==> src/rtl/angle_host_sequencer.sv <==
// -----------------------------------------------------------------------------
// angle_host_sequencer
//
// Host-side responder for the angle request handshake used by the filtered RAM
// swap control. After a `kick` it serves one projection scan of NO_OF_ANGLES
// angles. Each request on `hs_next_angle` is answered after a fixed lookup
// latency with a one-cycle `hs_next_angle_ack`. While the ack is high,
// `hs_angle` and `hs_has_next_angle` describe the angle being delivered.
//
// Parameters:
//   ANGLE_LENGTH  width of hs_angle
//   ANGLE_START   first angle of a scan
//   ANGLE_STEP    unsigned increment between consecutive angles
//   NO_OF_ANGLES  angles per scan (>= 1)
//   ACK_DELAY     cycles from the WAIT_REQ cycle that sees the request to the
//                 ack cycle (>= 1)
//
// Ports:
//   clk                input   system clock, rising edge
//   reset_n            input   asynchronous active-low reset
//   kick               input   start-of-scan pulse, only honoured when idle
//   hs_next_angle      input   level request from the swap control
//   hs_angle           output  angle delivered by the next ack
//   hs_has_next_angle  output  an undelivered angle remains in this scan
//   hs_next_angle_ack  output  single-cycle acknowledge
//   busy               output  scan in progress
//   done               output  single-cycle pulse after the last ack
//
// Every output comes straight from a flop. The control outputs are computed
// from the next-state values, so they line up with the state they describe
// and no input reaches an output combinationally.
// -----------------------------------------------------------------------------
module angle_host_sequencer #(
    parameter int ANGLE_LENGTH = 8,
    parameter int ANGLE_START  = 0,
    parameter int ANGLE_STEP   = 1,
    parameter int NO_OF_ANGLES = 180,
    parameter int ACK_DELAY    = 2
) (
    input  logic                    clk,
    input  logic                    reset_n,
    input  logic                    kick,
    input  logic                    hs_next_angle,
    output logic [ANGLE_LENGTH-1:0] hs_angle,
    output logic                    hs_has_next_angle,
    output logic                    hs_next_angle_ack,
    output logic                    busy,
    output logic                    done
);

    localparam int REM_W = $clog2(NO_OF_ANGLES + 1);
    localparam int DLY_W = (ACK_DELAY > 1) ? $clog2(ACK_DELAY + 1) : 1;

    localparam logic [ANGLE_LENGTH-1:0] START_VAL = ANGLE_LENGTH'(ANGLE_START);
    localparam logic [ANGLE_LENGTH-1:0] STEP_VAL  = ANGLE_LENGTH'(ANGLE_STEP);
    localparam logic [REM_W-1:0]        N_VAL     = REM_W'(NO_OF_ANGLES);
    localparam logic [DLY_W-1:0]        DLY_LOAD  = DLY_W'(ACK_DELAY - 1);

    typedef enum logic [2:0] {
        S_IDLE,
        S_WAIT_REQ,
        S_DELAY,
        S_ACK,
        S_HOLD,
        S_DONE
    } state_t;

    state_t                  state, state_next;
    logic [ANGLE_LENGTH-1:0] angle, angle_next;
    logic [REM_W-1:0]        remaining, remaining_next;
    logic [DLY_W-1:0]        dly_cnt, dly_cnt_next;

    // -------------------------------------------------------------------------
    // Next-state and datapath logic
    // -------------------------------------------------------------------------
    always_comb begin
        // NOTE: every signal gets a default before the case, so no path can
        // leave one unassigned and infer a latch.
        state_next     = state;
        angle_next     = angle;
        remaining_next = remaining;
        dly_cnt_next   = dly_cnt;

        case (state)
            S_IDLE: begin
                // Requests are ignored here; a request arriving together with
                // kick is picked up from WAIT_REQ onward.
                if (kick) begin
                    angle_next     = START_VAL;
                    remaining_next = N_VAL;
                    state_next     = S_WAIT_REQ;
                end
            end

            S_WAIT_REQ: begin
                if (hs_next_angle) begin
                    if (ACK_DELAY == 1) begin
                        state_next = S_ACK;
                    end else begin
                        dly_cnt_next = DLY_LOAD;
                        state_next   = S_DELAY;
                    end
                end
            end

            S_DELAY: begin
                // The request is already latched by being here, so a dropped
                // hs_next_angle does not cancel the pending ack.
                dly_cnt_next = dly_cnt - DLY_W'(1);
                if (dly_cnt_next == '0) begin
                    state_next = S_ACK;
                end
            end

            S_ACK: begin
                angle_next     = angle + STEP_VAL;
                remaining_next = remaining - REM_W'(1);
                if (remaining > REM_W'(1)) begin
                    state_next = S_HOLD;
                end else begin
                    state_next = S_DONE;
                end
            end

            S_HOLD: begin
                // One dead cycle gives the consumer time to drop its request,
                // so a request still high from the last ack is not served twice.
                state_next = S_WAIT_REQ;
            end

            S_DONE: begin
                state_next = S_IDLE;
            end

            default: begin
                state_next = S_IDLE;
            end
        endcase
    end

    // -------------------------------------------------------------------------
    // State, datapath and registered outputs
    // -------------------------------------------------------------------------
    always_ff @(posedge clk or negedge reset_n) begin
        if (!reset_n) begin
            state             <= S_IDLE;
            angle             <= START_VAL;
            remaining         <= '0;
            dly_cnt           <= '0;
            hs_next_angle_ack <= 1'b0;
            hs_has_next_angle <= 1'b0;
            busy              <= 1'b0;
            done              <= 1'b0;
        end else begin
            // NOTE: non-blocking assignments throughout, so every flop loads
            // from the values present before the edge, whatever the order.
            state             <= state_next;
            angle             <= angle_next;
            remaining         <= remaining_next;
            dly_cnt           <= dly_cnt_next;
            hs_next_angle_ack <= (state_next == S_ACK);
            done              <= (state_next == S_DONE);
            busy              <= (state_next != S_IDLE);
            hs_has_next_angle <= (state_next != S_IDLE) && (remaining_next != '0);
        end
    end

    assign hs_angle = angle;

endmodule

==> config.mk <==
export PLATFORM = sky130hd
export DESIGN_NAME = angle_host_sequencer
export DESIGN_NICKNAME = d
export VERILOG_FILES = /design/src/rtl/angle_host_sequencer.sv
export SDC_FILE = /design/constraint.sdc
export NUM_CORES = 1
export LEC_CHECK = 0
export CAP_MARGIN = 40
export CORE_MARGIN = 10
export CORE_UTILIZATION = 54
export CTS_CLUSTER_DIAMETER = 60
export DETAILED_ROUTE_END_ITERATION = 8
export MAX_ROUTING_LAYER = met4
export PLACE_DENSITY = 0.77
export SLEW_MARGIN = 20
export SYNTH_ARGS = -nofsm -noshare
export SYNTH_HDL_FRONTEND = slang
export SYNTH_SLANG_ARGS = --single-unit
==> constraint.sdc <==
create_clock -name clk -period 5.14 [get_ports clk]
set_input_delay 0.771 -clock clk [delete_from_list [all_inputs] [get_ports clk]]
set_output_delay 0.771 -clock clk [all_outputs]
set_load 0.05 [all_outputs]
==> metrics.csv, run 1 <==
stage,metric,value,unit
outcome,outcome,"finished, final reports clean",
layout,n_antenna_cell,0,
setup_path,crit_buf_inv,1,
setup_path,cp_top_family,buffers and inverters,
timing,slew_headroom,0.6336,
routing,postRouteAntennaNets,0,
layout,fin_area,1549,um2
routing,drcViolationCount,0,
power_and_ir_drop,p_total,0.7297,mW
global_route,antenna_found_initial,0,
worst_hold_path,hp-class,reg -> reg,
setup_path,worstSetupPathType,reg -> out,
setup_path,critPathRequiredTime,4.37,ns
global_route,grt_first_pass_wirelength,4.609,mm
power_and_ir_drop,p_leak,0.6368,nW
layout,layout_common_cells,"dfrtp_1, clkdlybuf4s50_1, nor2_1",
global_route,grt_start_max_net_pins,21,
global_route,grt_pass1_vias,957,
place,dpl_cell_area,1519,um2
place,dpl.hpwl,2.069,mm
routing,viasPerCell,5.876,
routing,drtIter0Drc,83,
timing,max_freq,412.9,MHz
synth,synth_top_family_by_area,simple AND/OR/NAND/NOR gates,
timing,finalMaxSlewViolations,0,
timing,finalHoldViolations,0,
clock_network,cts-root-buf,clkbuf_4,
setup_path,r2r_start,state[2],
setup_path,cp_max_fo,7,
timing,tightest_slew,0.5479,ns
setup_path,crit_path_start,hs_angle[0],
setup_path,reg2reg_depth,6,
setup_path,cp-end-kind,output port,
setup_path,path_cells,clkdlybuf4s50_1,
clock_network,ctsHoldBuffers,0,
floorplanning,dieArea,4948,um2
clock_network,cts_setup_buffers,0,
synth,synthXorXnorAreaFrac,0.01280,
synth,synthSimpleGateAreaFrac,0.2239,
floorplanning,die_h,70.35,um
routing,firstDrtPassIters,4,
timing,tns,0,ns
synth,synth_cells,136,
setup_path,reg2reg_to,hs_has_next_angle,
synth,synth_flop_cell,dfrtp_1,
routing,wire_per_inst,15.09,um
synth,async_reset_ff_frac,1.000,
setup_path,cp.arrival,1.65,ns
layout,final_common_cell,dfrtp_1,
timing,finalSetupViolations,0,
floorplanning,placementRows,18,
power_and_ir_drop,ir_drop,0.3348,mV
clock_network,htreeDepth,1,
synth,synth.cell_area,1369,um2
layout,drive_gt1_frac,0.08844,
place,gp_congestion,0.8719,
timing,period_needed,2.422,ns
setup_path,critPathMaxStageDelay,0.85,ns
synth,synth_cell_types,45,
timing,rsz0062_at_grt,no,
floorplanning,die_x,70.35,um
layout,area_growth,13.16,%
synth,synth_compound_area_frac,0.1874,
synth,synth_fa_ha_area_frac,0.03656,
floorplanning,pin_count,16,
place,dp_slack,2.545,ns
synth,synthesis.nets,144,
clock_network,clk_pin_slew_worst_paths,0.14,ns
clock_network,clk_path_buf_depth,2,
run,maxCapViolations,0,
floorplanning,initial_utilization,0.5576,
synth,synthMuxAreaShare,0.01463,
layout,fill_cells,204,
layout,fin_nets,156,
timing,layout_setup_ws,2.718,ns
synth,syn_area_per_cell,10.06,um2
clock_network,cts_buffers,3,
synth,synth_warnings,0,
setup_path,crit_end,hs_angle[0],
clock_network,clock_latency,0.32,ns
place,numPortBuffers,15,
clock_network,post_cts_resized,0,
setup_path,critPathSlowestCell,clkdlybuf4s50_1,
synth,synth_edf_count,0,
clock_network,clkSinkCount,25,
timing,fin_skew,0.008280,ns
synth,yosysSeqAreaShare,0.4570,
floorplanning,core,2455,um2
clock_network,cts_tree,yes,
timing,period_share,0.4711,
power_and_ir_drop,power.density,471.1,nW/um2
setup_path,rrSetupSlack,2.98,ns
setup_path,cp.depth,1,
layout,final_util,0.6310,
setup_path,cp-start-kind,flop,
global_route,overflow,0,
routing,wl,2.671,mm
synth,synth-seq-cells,25,
routing,vias,1040,
global_route,track_usage,0.1124,
==> power breakdown <==
group / switching (mW) / internal [mW] / total, mW
Combinational: 0.197 / 0.127 / 0.324
Sequential: 0.0728 / 0.244 / 0.316
Clock: 0.0599 / 0.0297 / 0.0896
Total: 0.330 / 0.400 / 0.730
==> how the worst min path moves through the flow <==
stage | end | slack (ns) | cells after the start | from
finish | hs_angle[7] | 0.50 | 1 | hs_angle[7]
global route | done | 0.52 | 1 | remaining[7]
CTS | hs_angle[7] | 0.50 | 1 | hs_angle[7]
detailed placement | done | 0.46 | 1 | remaining[7]
global placement | done | 0.48 | 1 | remaining[7]
floorplan | done | 0.44 | 1 | remaining[7]
==> synthesized netlist by cell type, types with 2 or more instances <==
cell type / instances / area share
a21oi_1: 3 / 0.011
a311oi_1: 2 / 0.013
a31oi_1: 4 / 0.018
and2_1: 2 / 0.0091
buf_6: 4 / 0.033
clkbuf_1: 4 / 0.011
dfrtp_1: 25 / 0.46
ha_1: 4 / 0.037
inv_1: 5 / 0.014
mux2i_1: 2 / 0.015
nand2_1: 7 / 0.019
nand3_1: 9 / 0.033
nand4_1: 5 / 0.023
nor2_1: 12 / 0.033
nor3_1: 4 / 0.015
o21a_1: 3 / 0.016
o21ai_0: 11 / 0.040
o22a_1: 2 / 0.013
xor2_1: 2 / 0.013
==> stage by stage <==
step	cells	hold slack [ns]
after floorplan	136	0.4360
after global placement	172	0.4795
after detailed placement	173	0.4623
after CTS	177	0.5005
after global routing	177	0.5241
final	177	0.4995
==> layer usage <==
metal	vias up	share of wire	global-route usage
met5	-	0	-
met4	0	0.0049	0.03728
met3	2	0.031	0.02542
met2	17	0.49	0.1707
met1	495	0.47	0.1431
li1	526	-	-
==> registers in the layout, summed over array words and instances, names as in the netlist <==
signal / cells
dly_cnt: 2
state: 3
busy: 1
remaining: 8
hs_has_next_angle: 1
hs_next_angle_ack: 1
done: 1
hs_angle: 8
==> layout make-up <==
| cell class | instances | area [um2] | share of cell area |
|---|---|---|---|
| Inverter | 6 | 27.53 | 0.01777 |
| Multi-Input combinational cell | 96 | 650.6 | 0.4200 |
| Clock buffer | 3 | 22.52 | 0.01454 |
| Timing Repair Buffer | 16 | 177.7 | 0.1147 |
| Clock inverter | 1 | 7.507 | 0.004847 |
| Sequential cell | 25 | 625.6 | 0.4039 |
| Tap cell | 30 | 37.54 | 0.02423 |
==> logic make-up (layout without fill, tap and decap cells) <==
group                    count (synthesis)  count (layout)
multiplexers                             2               2
adder cells (fa/ha/maj)                  4               4
XOR/XNOR                                 2               2
flip-flops                              25              25
buffers and inverters                   15              26
AND/OR/NAND/NOR                         53              53
AO/OA/AOI/OAI                           35              35
Power figures use the tool's default switching activity.
==> run 2: changes to the inputs <==
==> constraint.sdc (replaced) <==
create_clock -name clk -period 2.3 [get_ports clk]
set_input_delay 0.345 -clock clk [delete_from_list [all_inputs] [get_ports clk]]
set_output_delay 0.345 -clock clk [all_outputs]
set_load 0.05 [all_outputs]
==> metrics.csv, run 2 (synthesis results as in run 1) <==
stage,metric,value,unit
setup_path,cp_max_fo,7,
layout,drive_gt1_frac,0.1118,
layout,n_antenna_cell,0,
routing,wl,2.800,mm
clock_network,clkSinkCount,25,
clock_network,post_cts_resized,0,
floorplanning,placementRows,18,
global_route,track_usage,0.1179,
layout,fin_area,1563,um2
layout,layout_common_cells,"dfrtp_1, clkdlybuf4s50_1, nor2_1",
power_and_ir_drop,p_leak,0.6544,nW
timing,tightest_slew,0.5510,ns
layout,fin_nets,161,
clock_network,cts_buffers,3,
timing,tns,0,ns
place,gp_congestion,0.9048,
clock_network,clk_pin_slew_worst_paths,0.13,ns
power_and_ir_drop,power.density,1068,nW/um2
global_route,grtUsageMet1,0.1520,
floorplanning,dieArea,4948,um2
setup_path,rrSetupSlack,0.34,ns
floorplanning,die_h,70.35,um
setup_path,worstSetupPathType,reg -> out,
setup_path,crit_buf_inv,1,
place,dpl_cell_area,1536,um2
setup_path,cp-start-kind,flop,
clock_network,cts_setup_buffers,0,
clock_network,htreeDepth,1,
global_route,grt_start_max_net_pins,26,
power_and_ir_drop,ir_drop,0.8472,mV
timing,fin_skew,0.007926,ns
setup_path,critPathRequiredTime,1.96,ns
routing,drtIter0Drc,87,
setup_path,path_cells,clkdlybuf4s50_1,
routing,drcViolationCount,0,
global_route,overflow,0,
worst_hold_path,hp-class,in -> async,
timing,period_share,0.8603,
timing,finalSetupViolations,0,
clock_network,cts_tree,yes,
floorplanning,die_x,70.35,um
clock_network,cts-root-buf,clkbuf_4,
clock_network,clk_path_buf_depth,2,
timing,rsz0062_at_grt,no,
setup_path,critPathSlowestCell,clkdlybuf4s50_1,
layout,final_common_cell,dfrtp_1,
place,dpl.hpwl,2.112,mm
global_route,met3_usage,0.02542,
floorplanning,initial_utilization,0.5576,
timing,finalMaxSlewViolations,0,
routing,firstDrtPassIters,4,
setup_path,cp.arrival,1.63,ns
routing,vias,1065,
setup_path,cp-end-kind,output port,
routing,wire_per_inst,15.38,um
outcome,outcome,"finished, final reports clean",
clock_network,clock_latency,0.30,ns
timing,max_freq,505.4,MHz
place,numPortBuffers,15,
timing,slew_headroom,0.6313,
global_route,antenna_found_initial,0,
floorplanning,pin_count,16,
global_route,gr-usage-met2,0.1866,
timing,finalHoldViolations,0,
clock_network,ctsHoldBuffers,0,
global_route,grt_pass1_vias,1014,
global_route,grt_first_pass_wirelength,4.954,mm
layout,area_growth,14.17,%
run,maxCapViolations,0,
routing,viasPerCell,5.852,
timing,period_needed,1.979,ns
setup_path,critPathMaxStageDelay,0.86,ns
setup_path,cp_top_family,buffers and inverters,
place,dp_slack,0.1885,ns
floorplanning,core,2455,um2
routing,postRouteAntennaNets,0,
timing,layout_setup_ws,0.3212,ns
global_route,busiest_layer,met2,
run 2: cell count changes in the layout (fill, tap and decap cells not counted):
cell	before	now
clkinvlp_4	1	0
buf_16	1	0
buf_4	0	6
clkbuf_1	0	1
run 2: through the flow:
stage	hold WS (ns)	utilization	std cells	total power, mW
final	0.3804	0.6366	182	1.669
after global routing	0.3740	0.6366	182	1.802
after CTS	0.3758	0.6366	182	1.679
after detailed placement	0.4728	0.6259	178	1.483
after global placement	0.4814	0.6259	178	1.462
after floorplan	0.04941	-	136	1.297
run 2: cell type report:
cell class | count | area, um2
Clock buffer | 4 | 26.28
Fill cell | 205 | 892.1
Inverter | 6 | 27.53
Multi-Input combinational cell | 96 | 650.6
Sequential cell | 25 | 625.6
Tap cell | 30 | 37.54
Timing Repair Buffer | 21 | 195.2
run 2: worst paths after layout:
kind / cells after the start / end / startpoint
worst max register to register: 7 / hs_has_next_angle / remaining[1]
min in group clk: 1 / done / remaining[7]
worst min register to register: 1 / done / remaining[7]
worst min-delay path: 2 / dly_cnt[0] / reset_n
worst max-delay path: 1 / hs_angle[0] / hs_angle[0]
max in group asynchronous: 2 / hs_angle[2] / reset_n
run 2: report_power, final:
group          switching (mW)  leakage, nW  internal [mW]  total (mW)
logic                   0.485        0.327          0.319       0.804
clock network           0.122       0.0150         0.0675       0.190
registers               0.130        0.313          0.545       0.675
run 2: routing by layer:
metal | vias to the layer above | part of all wire
met5 | - | 0
met4 | 0 | 0.0032
met3 | 2 | 0.050
met2 | 28 | 0.48
met1 | 505 | 0.46
li1 | 530 | -
==> run 3: changes to the inputs <==
--- a/config.mk
+++ b/config.mk
@@ -6,10 +6,12 @@
 export NUM_CORES = 1
 export LEC_CHECK = 0
 export CAP_MARGIN = 40
+export CORE_ASPECT_RATIO = 0.7
 export CORE_MARGIN = 10
 export CORE_UTILIZATION = 54
 export CTS_CLUSTER_DIAMETER = 60
 export DETAILED_ROUTE_END_ITERATION = 8
+export GPL_ROUTABILITY_DRIVEN = 0
 export MAX_ROUTING_LAYER = met4
 export PLACE_DENSITY = 0.77
 export SLEW_MARGIN = 20
==> metrics.csv, run 3 (synthesis results as in run 1) <==
stage,metric,value,unit
outcome,outcome,"finished, final reports clean",
global_route,grt_first_pass_wirelength,4.933,mm
layout,area_growth,14.53,%
timing,tns,0,ns
place,dp_slack,0.1739,ns
layout,final_common_cell,dfrtp_1,
clock_network,ctsHoldBuffers,0,
timing,finalMaxSlewViolations,0,
power_and_ir_drop,clkPwrFrac,0.118,
clock_network,cts_buffers,3,
timing,finalSetupViolations,0,
layout,n_antenna_cell,0,
floorplanning,die_x,80.18,um
timing,rsz0062_at_grt,no,
timing,worst_hold_slack,0.3605,ns
timing,tightest_slew,0.5470,ns
clock_network,clkSinkCount,25,
clock_network,htreeDepth,1,
setup_path,cp.arrival,1.67,ns
setup_path,critPathMaxStageDelay,0.86,ns
setup_path,cp-end-kind,output port,
routing,viasPerCell,5.882,
layout,final_util,0.6426,
power_and_ir_drop,p_leak,0.6547,nW
clock_network,clk_path_buf_depth,2,
setup_path,path_cells,clkdlybuf4s50_1,
power_and_ir_drop,combPwrFrac,0.471,
setup_path,critPathRequiredTime,1.96,ns
clock_network,post_cts_resized,0,
floorplanning,initial_utilization,0.5610,
layout,drive_gt1_frac,0.1118,
setup_path,crit_buf_inv,1,
layout,layout_common_cells,"dfrtp_1, clkdlybuf4s50_1, nor2_1",
layout,fin_nets,161,
floorplanning,core,2440,um2
timing,finalHoldViolations,0,
global_route,grt_pass1_vias,1012,
routing,postRouteAntennaNets,0,
place,numPortBuffers,15,
power_and_ir_drop,power.share.sequential,0.411,
clock_network,cts_setup_buffers,0,
routing,wl,3.009,mm
floorplanning,dieArea,4981,um2
routing,wire_per_inst,16.18,um
worst_hold_path,hp-class,in -> async,
run,maxCapViolations,0,
timing,fin_skew,0.007138,ns
clock_network,clk_pin_slew_worst_paths,0.13,ns
global_route,antenna_found_initial,0,
setup_path,cp_top_family,buffers and inverters,
floorplanning,placementRows,15,
layout,final_cells,186,
clock_network,cts_tree,yes,
power_and_ir_drop,power.density,1079,nW/um2
layout,fill_cells,214,
routing,drcViolationCount,0,
timing,max_freq,496.5,MHz
timing,layout_setup_ws,0.2859,ns
clock_network,clock_latency,0.33,ns
power_and_ir_drop,p_switching,0.7636,mW
timing,period_needed,2.014,ns
place,dpl.hpwl,2.209,mm
routing,drtIter0Drc,78,
global_route,grt_start_max_net_pins,26,
timing,slew_headroom,0.6340,
place,dp_cells,182,
floorplanning,pin_count,16,
power_and_ir_drop,p_int,0.9281,mW
global_route,track_usage,0.1234,
power_and_ir_drop,power_switching_share,0.4514,
setup_path,cp_max_fo,7,
power_and_ir_drop,ir_drop,0.5005,mV
floorplanning,die_h,62.13,um
setup_path,cp-start-kind,flop,
routing,firstDrtPassIters,4,
clock_network,cts-root-buf,clkbuf_4,
setup_path,critPathSlowestCell,clkdlybuf4s50_1,
global_route,overflow,0,
routing,vias,1094,
timing,period_share,0.8757,
setup_path,worstSetupPathType,reg -> out,
-- run 3: routing by layer --
metal  share of wire  wire [um]  up-vias  global-route usage
met5               0          0        -                   -
met4           0.018         53        0             0.03509
met3           0.071        215        6             0.04310
met2            0.46       1379       47              0.1730
met1            0.45       1361      515              0.1626
li1                -          -      526                   -
-- run 3: metrics by stage --
stage                     power [mW]  instance area (um2)
final                          1.692                 1568
after global routing           1.799                 1568
after CTS                      1.694                 1568
after detailed placement       1.491                 1541
after global placement         1.460                 1541
after floorplan                1.297                 1369
-- run 3: path summary, 6_finish.rpt --
path                              start                 to  slack, ns  cells after the start
max                         hs_angle[0]        hs_angle[0]       0.29                      1
max reg2reg                remaining[1]  hs_has_next_angle       0.30                      7
max in group asynchronous       reset_n           state[1]       1.70                      2
min in group clk           remaining[7]               done       0.48                      1
min reg2reg                remaining[7]               done       0.48                      1
min                             reset_n       remaining[5]       0.36                      2
-- run 3: area by class of cell --
type	count	area (um2)	share of cell area
repair buffers	21	195.2	0.1245
multi-input cells	96	650.6	0.4150
flip-flops and latches	25	625.6	0.3990
inverters	6	27.53	0.01756
clock buffers	4	26.28	0.01676
well taps	34	42.54	0.02713
-- run 3: power groups by stage --
stage               clock network [mW]  registers [mW]  logic, mW
floorplan                            0           0.744      0.553
global placement                     0           0.693      0.766
detailed placement                   0           0.699      0.792
CTS                              0.207           0.691      0.795
global route                     0.220           0.715      0.865
finish                           0.199           0.695      0.798
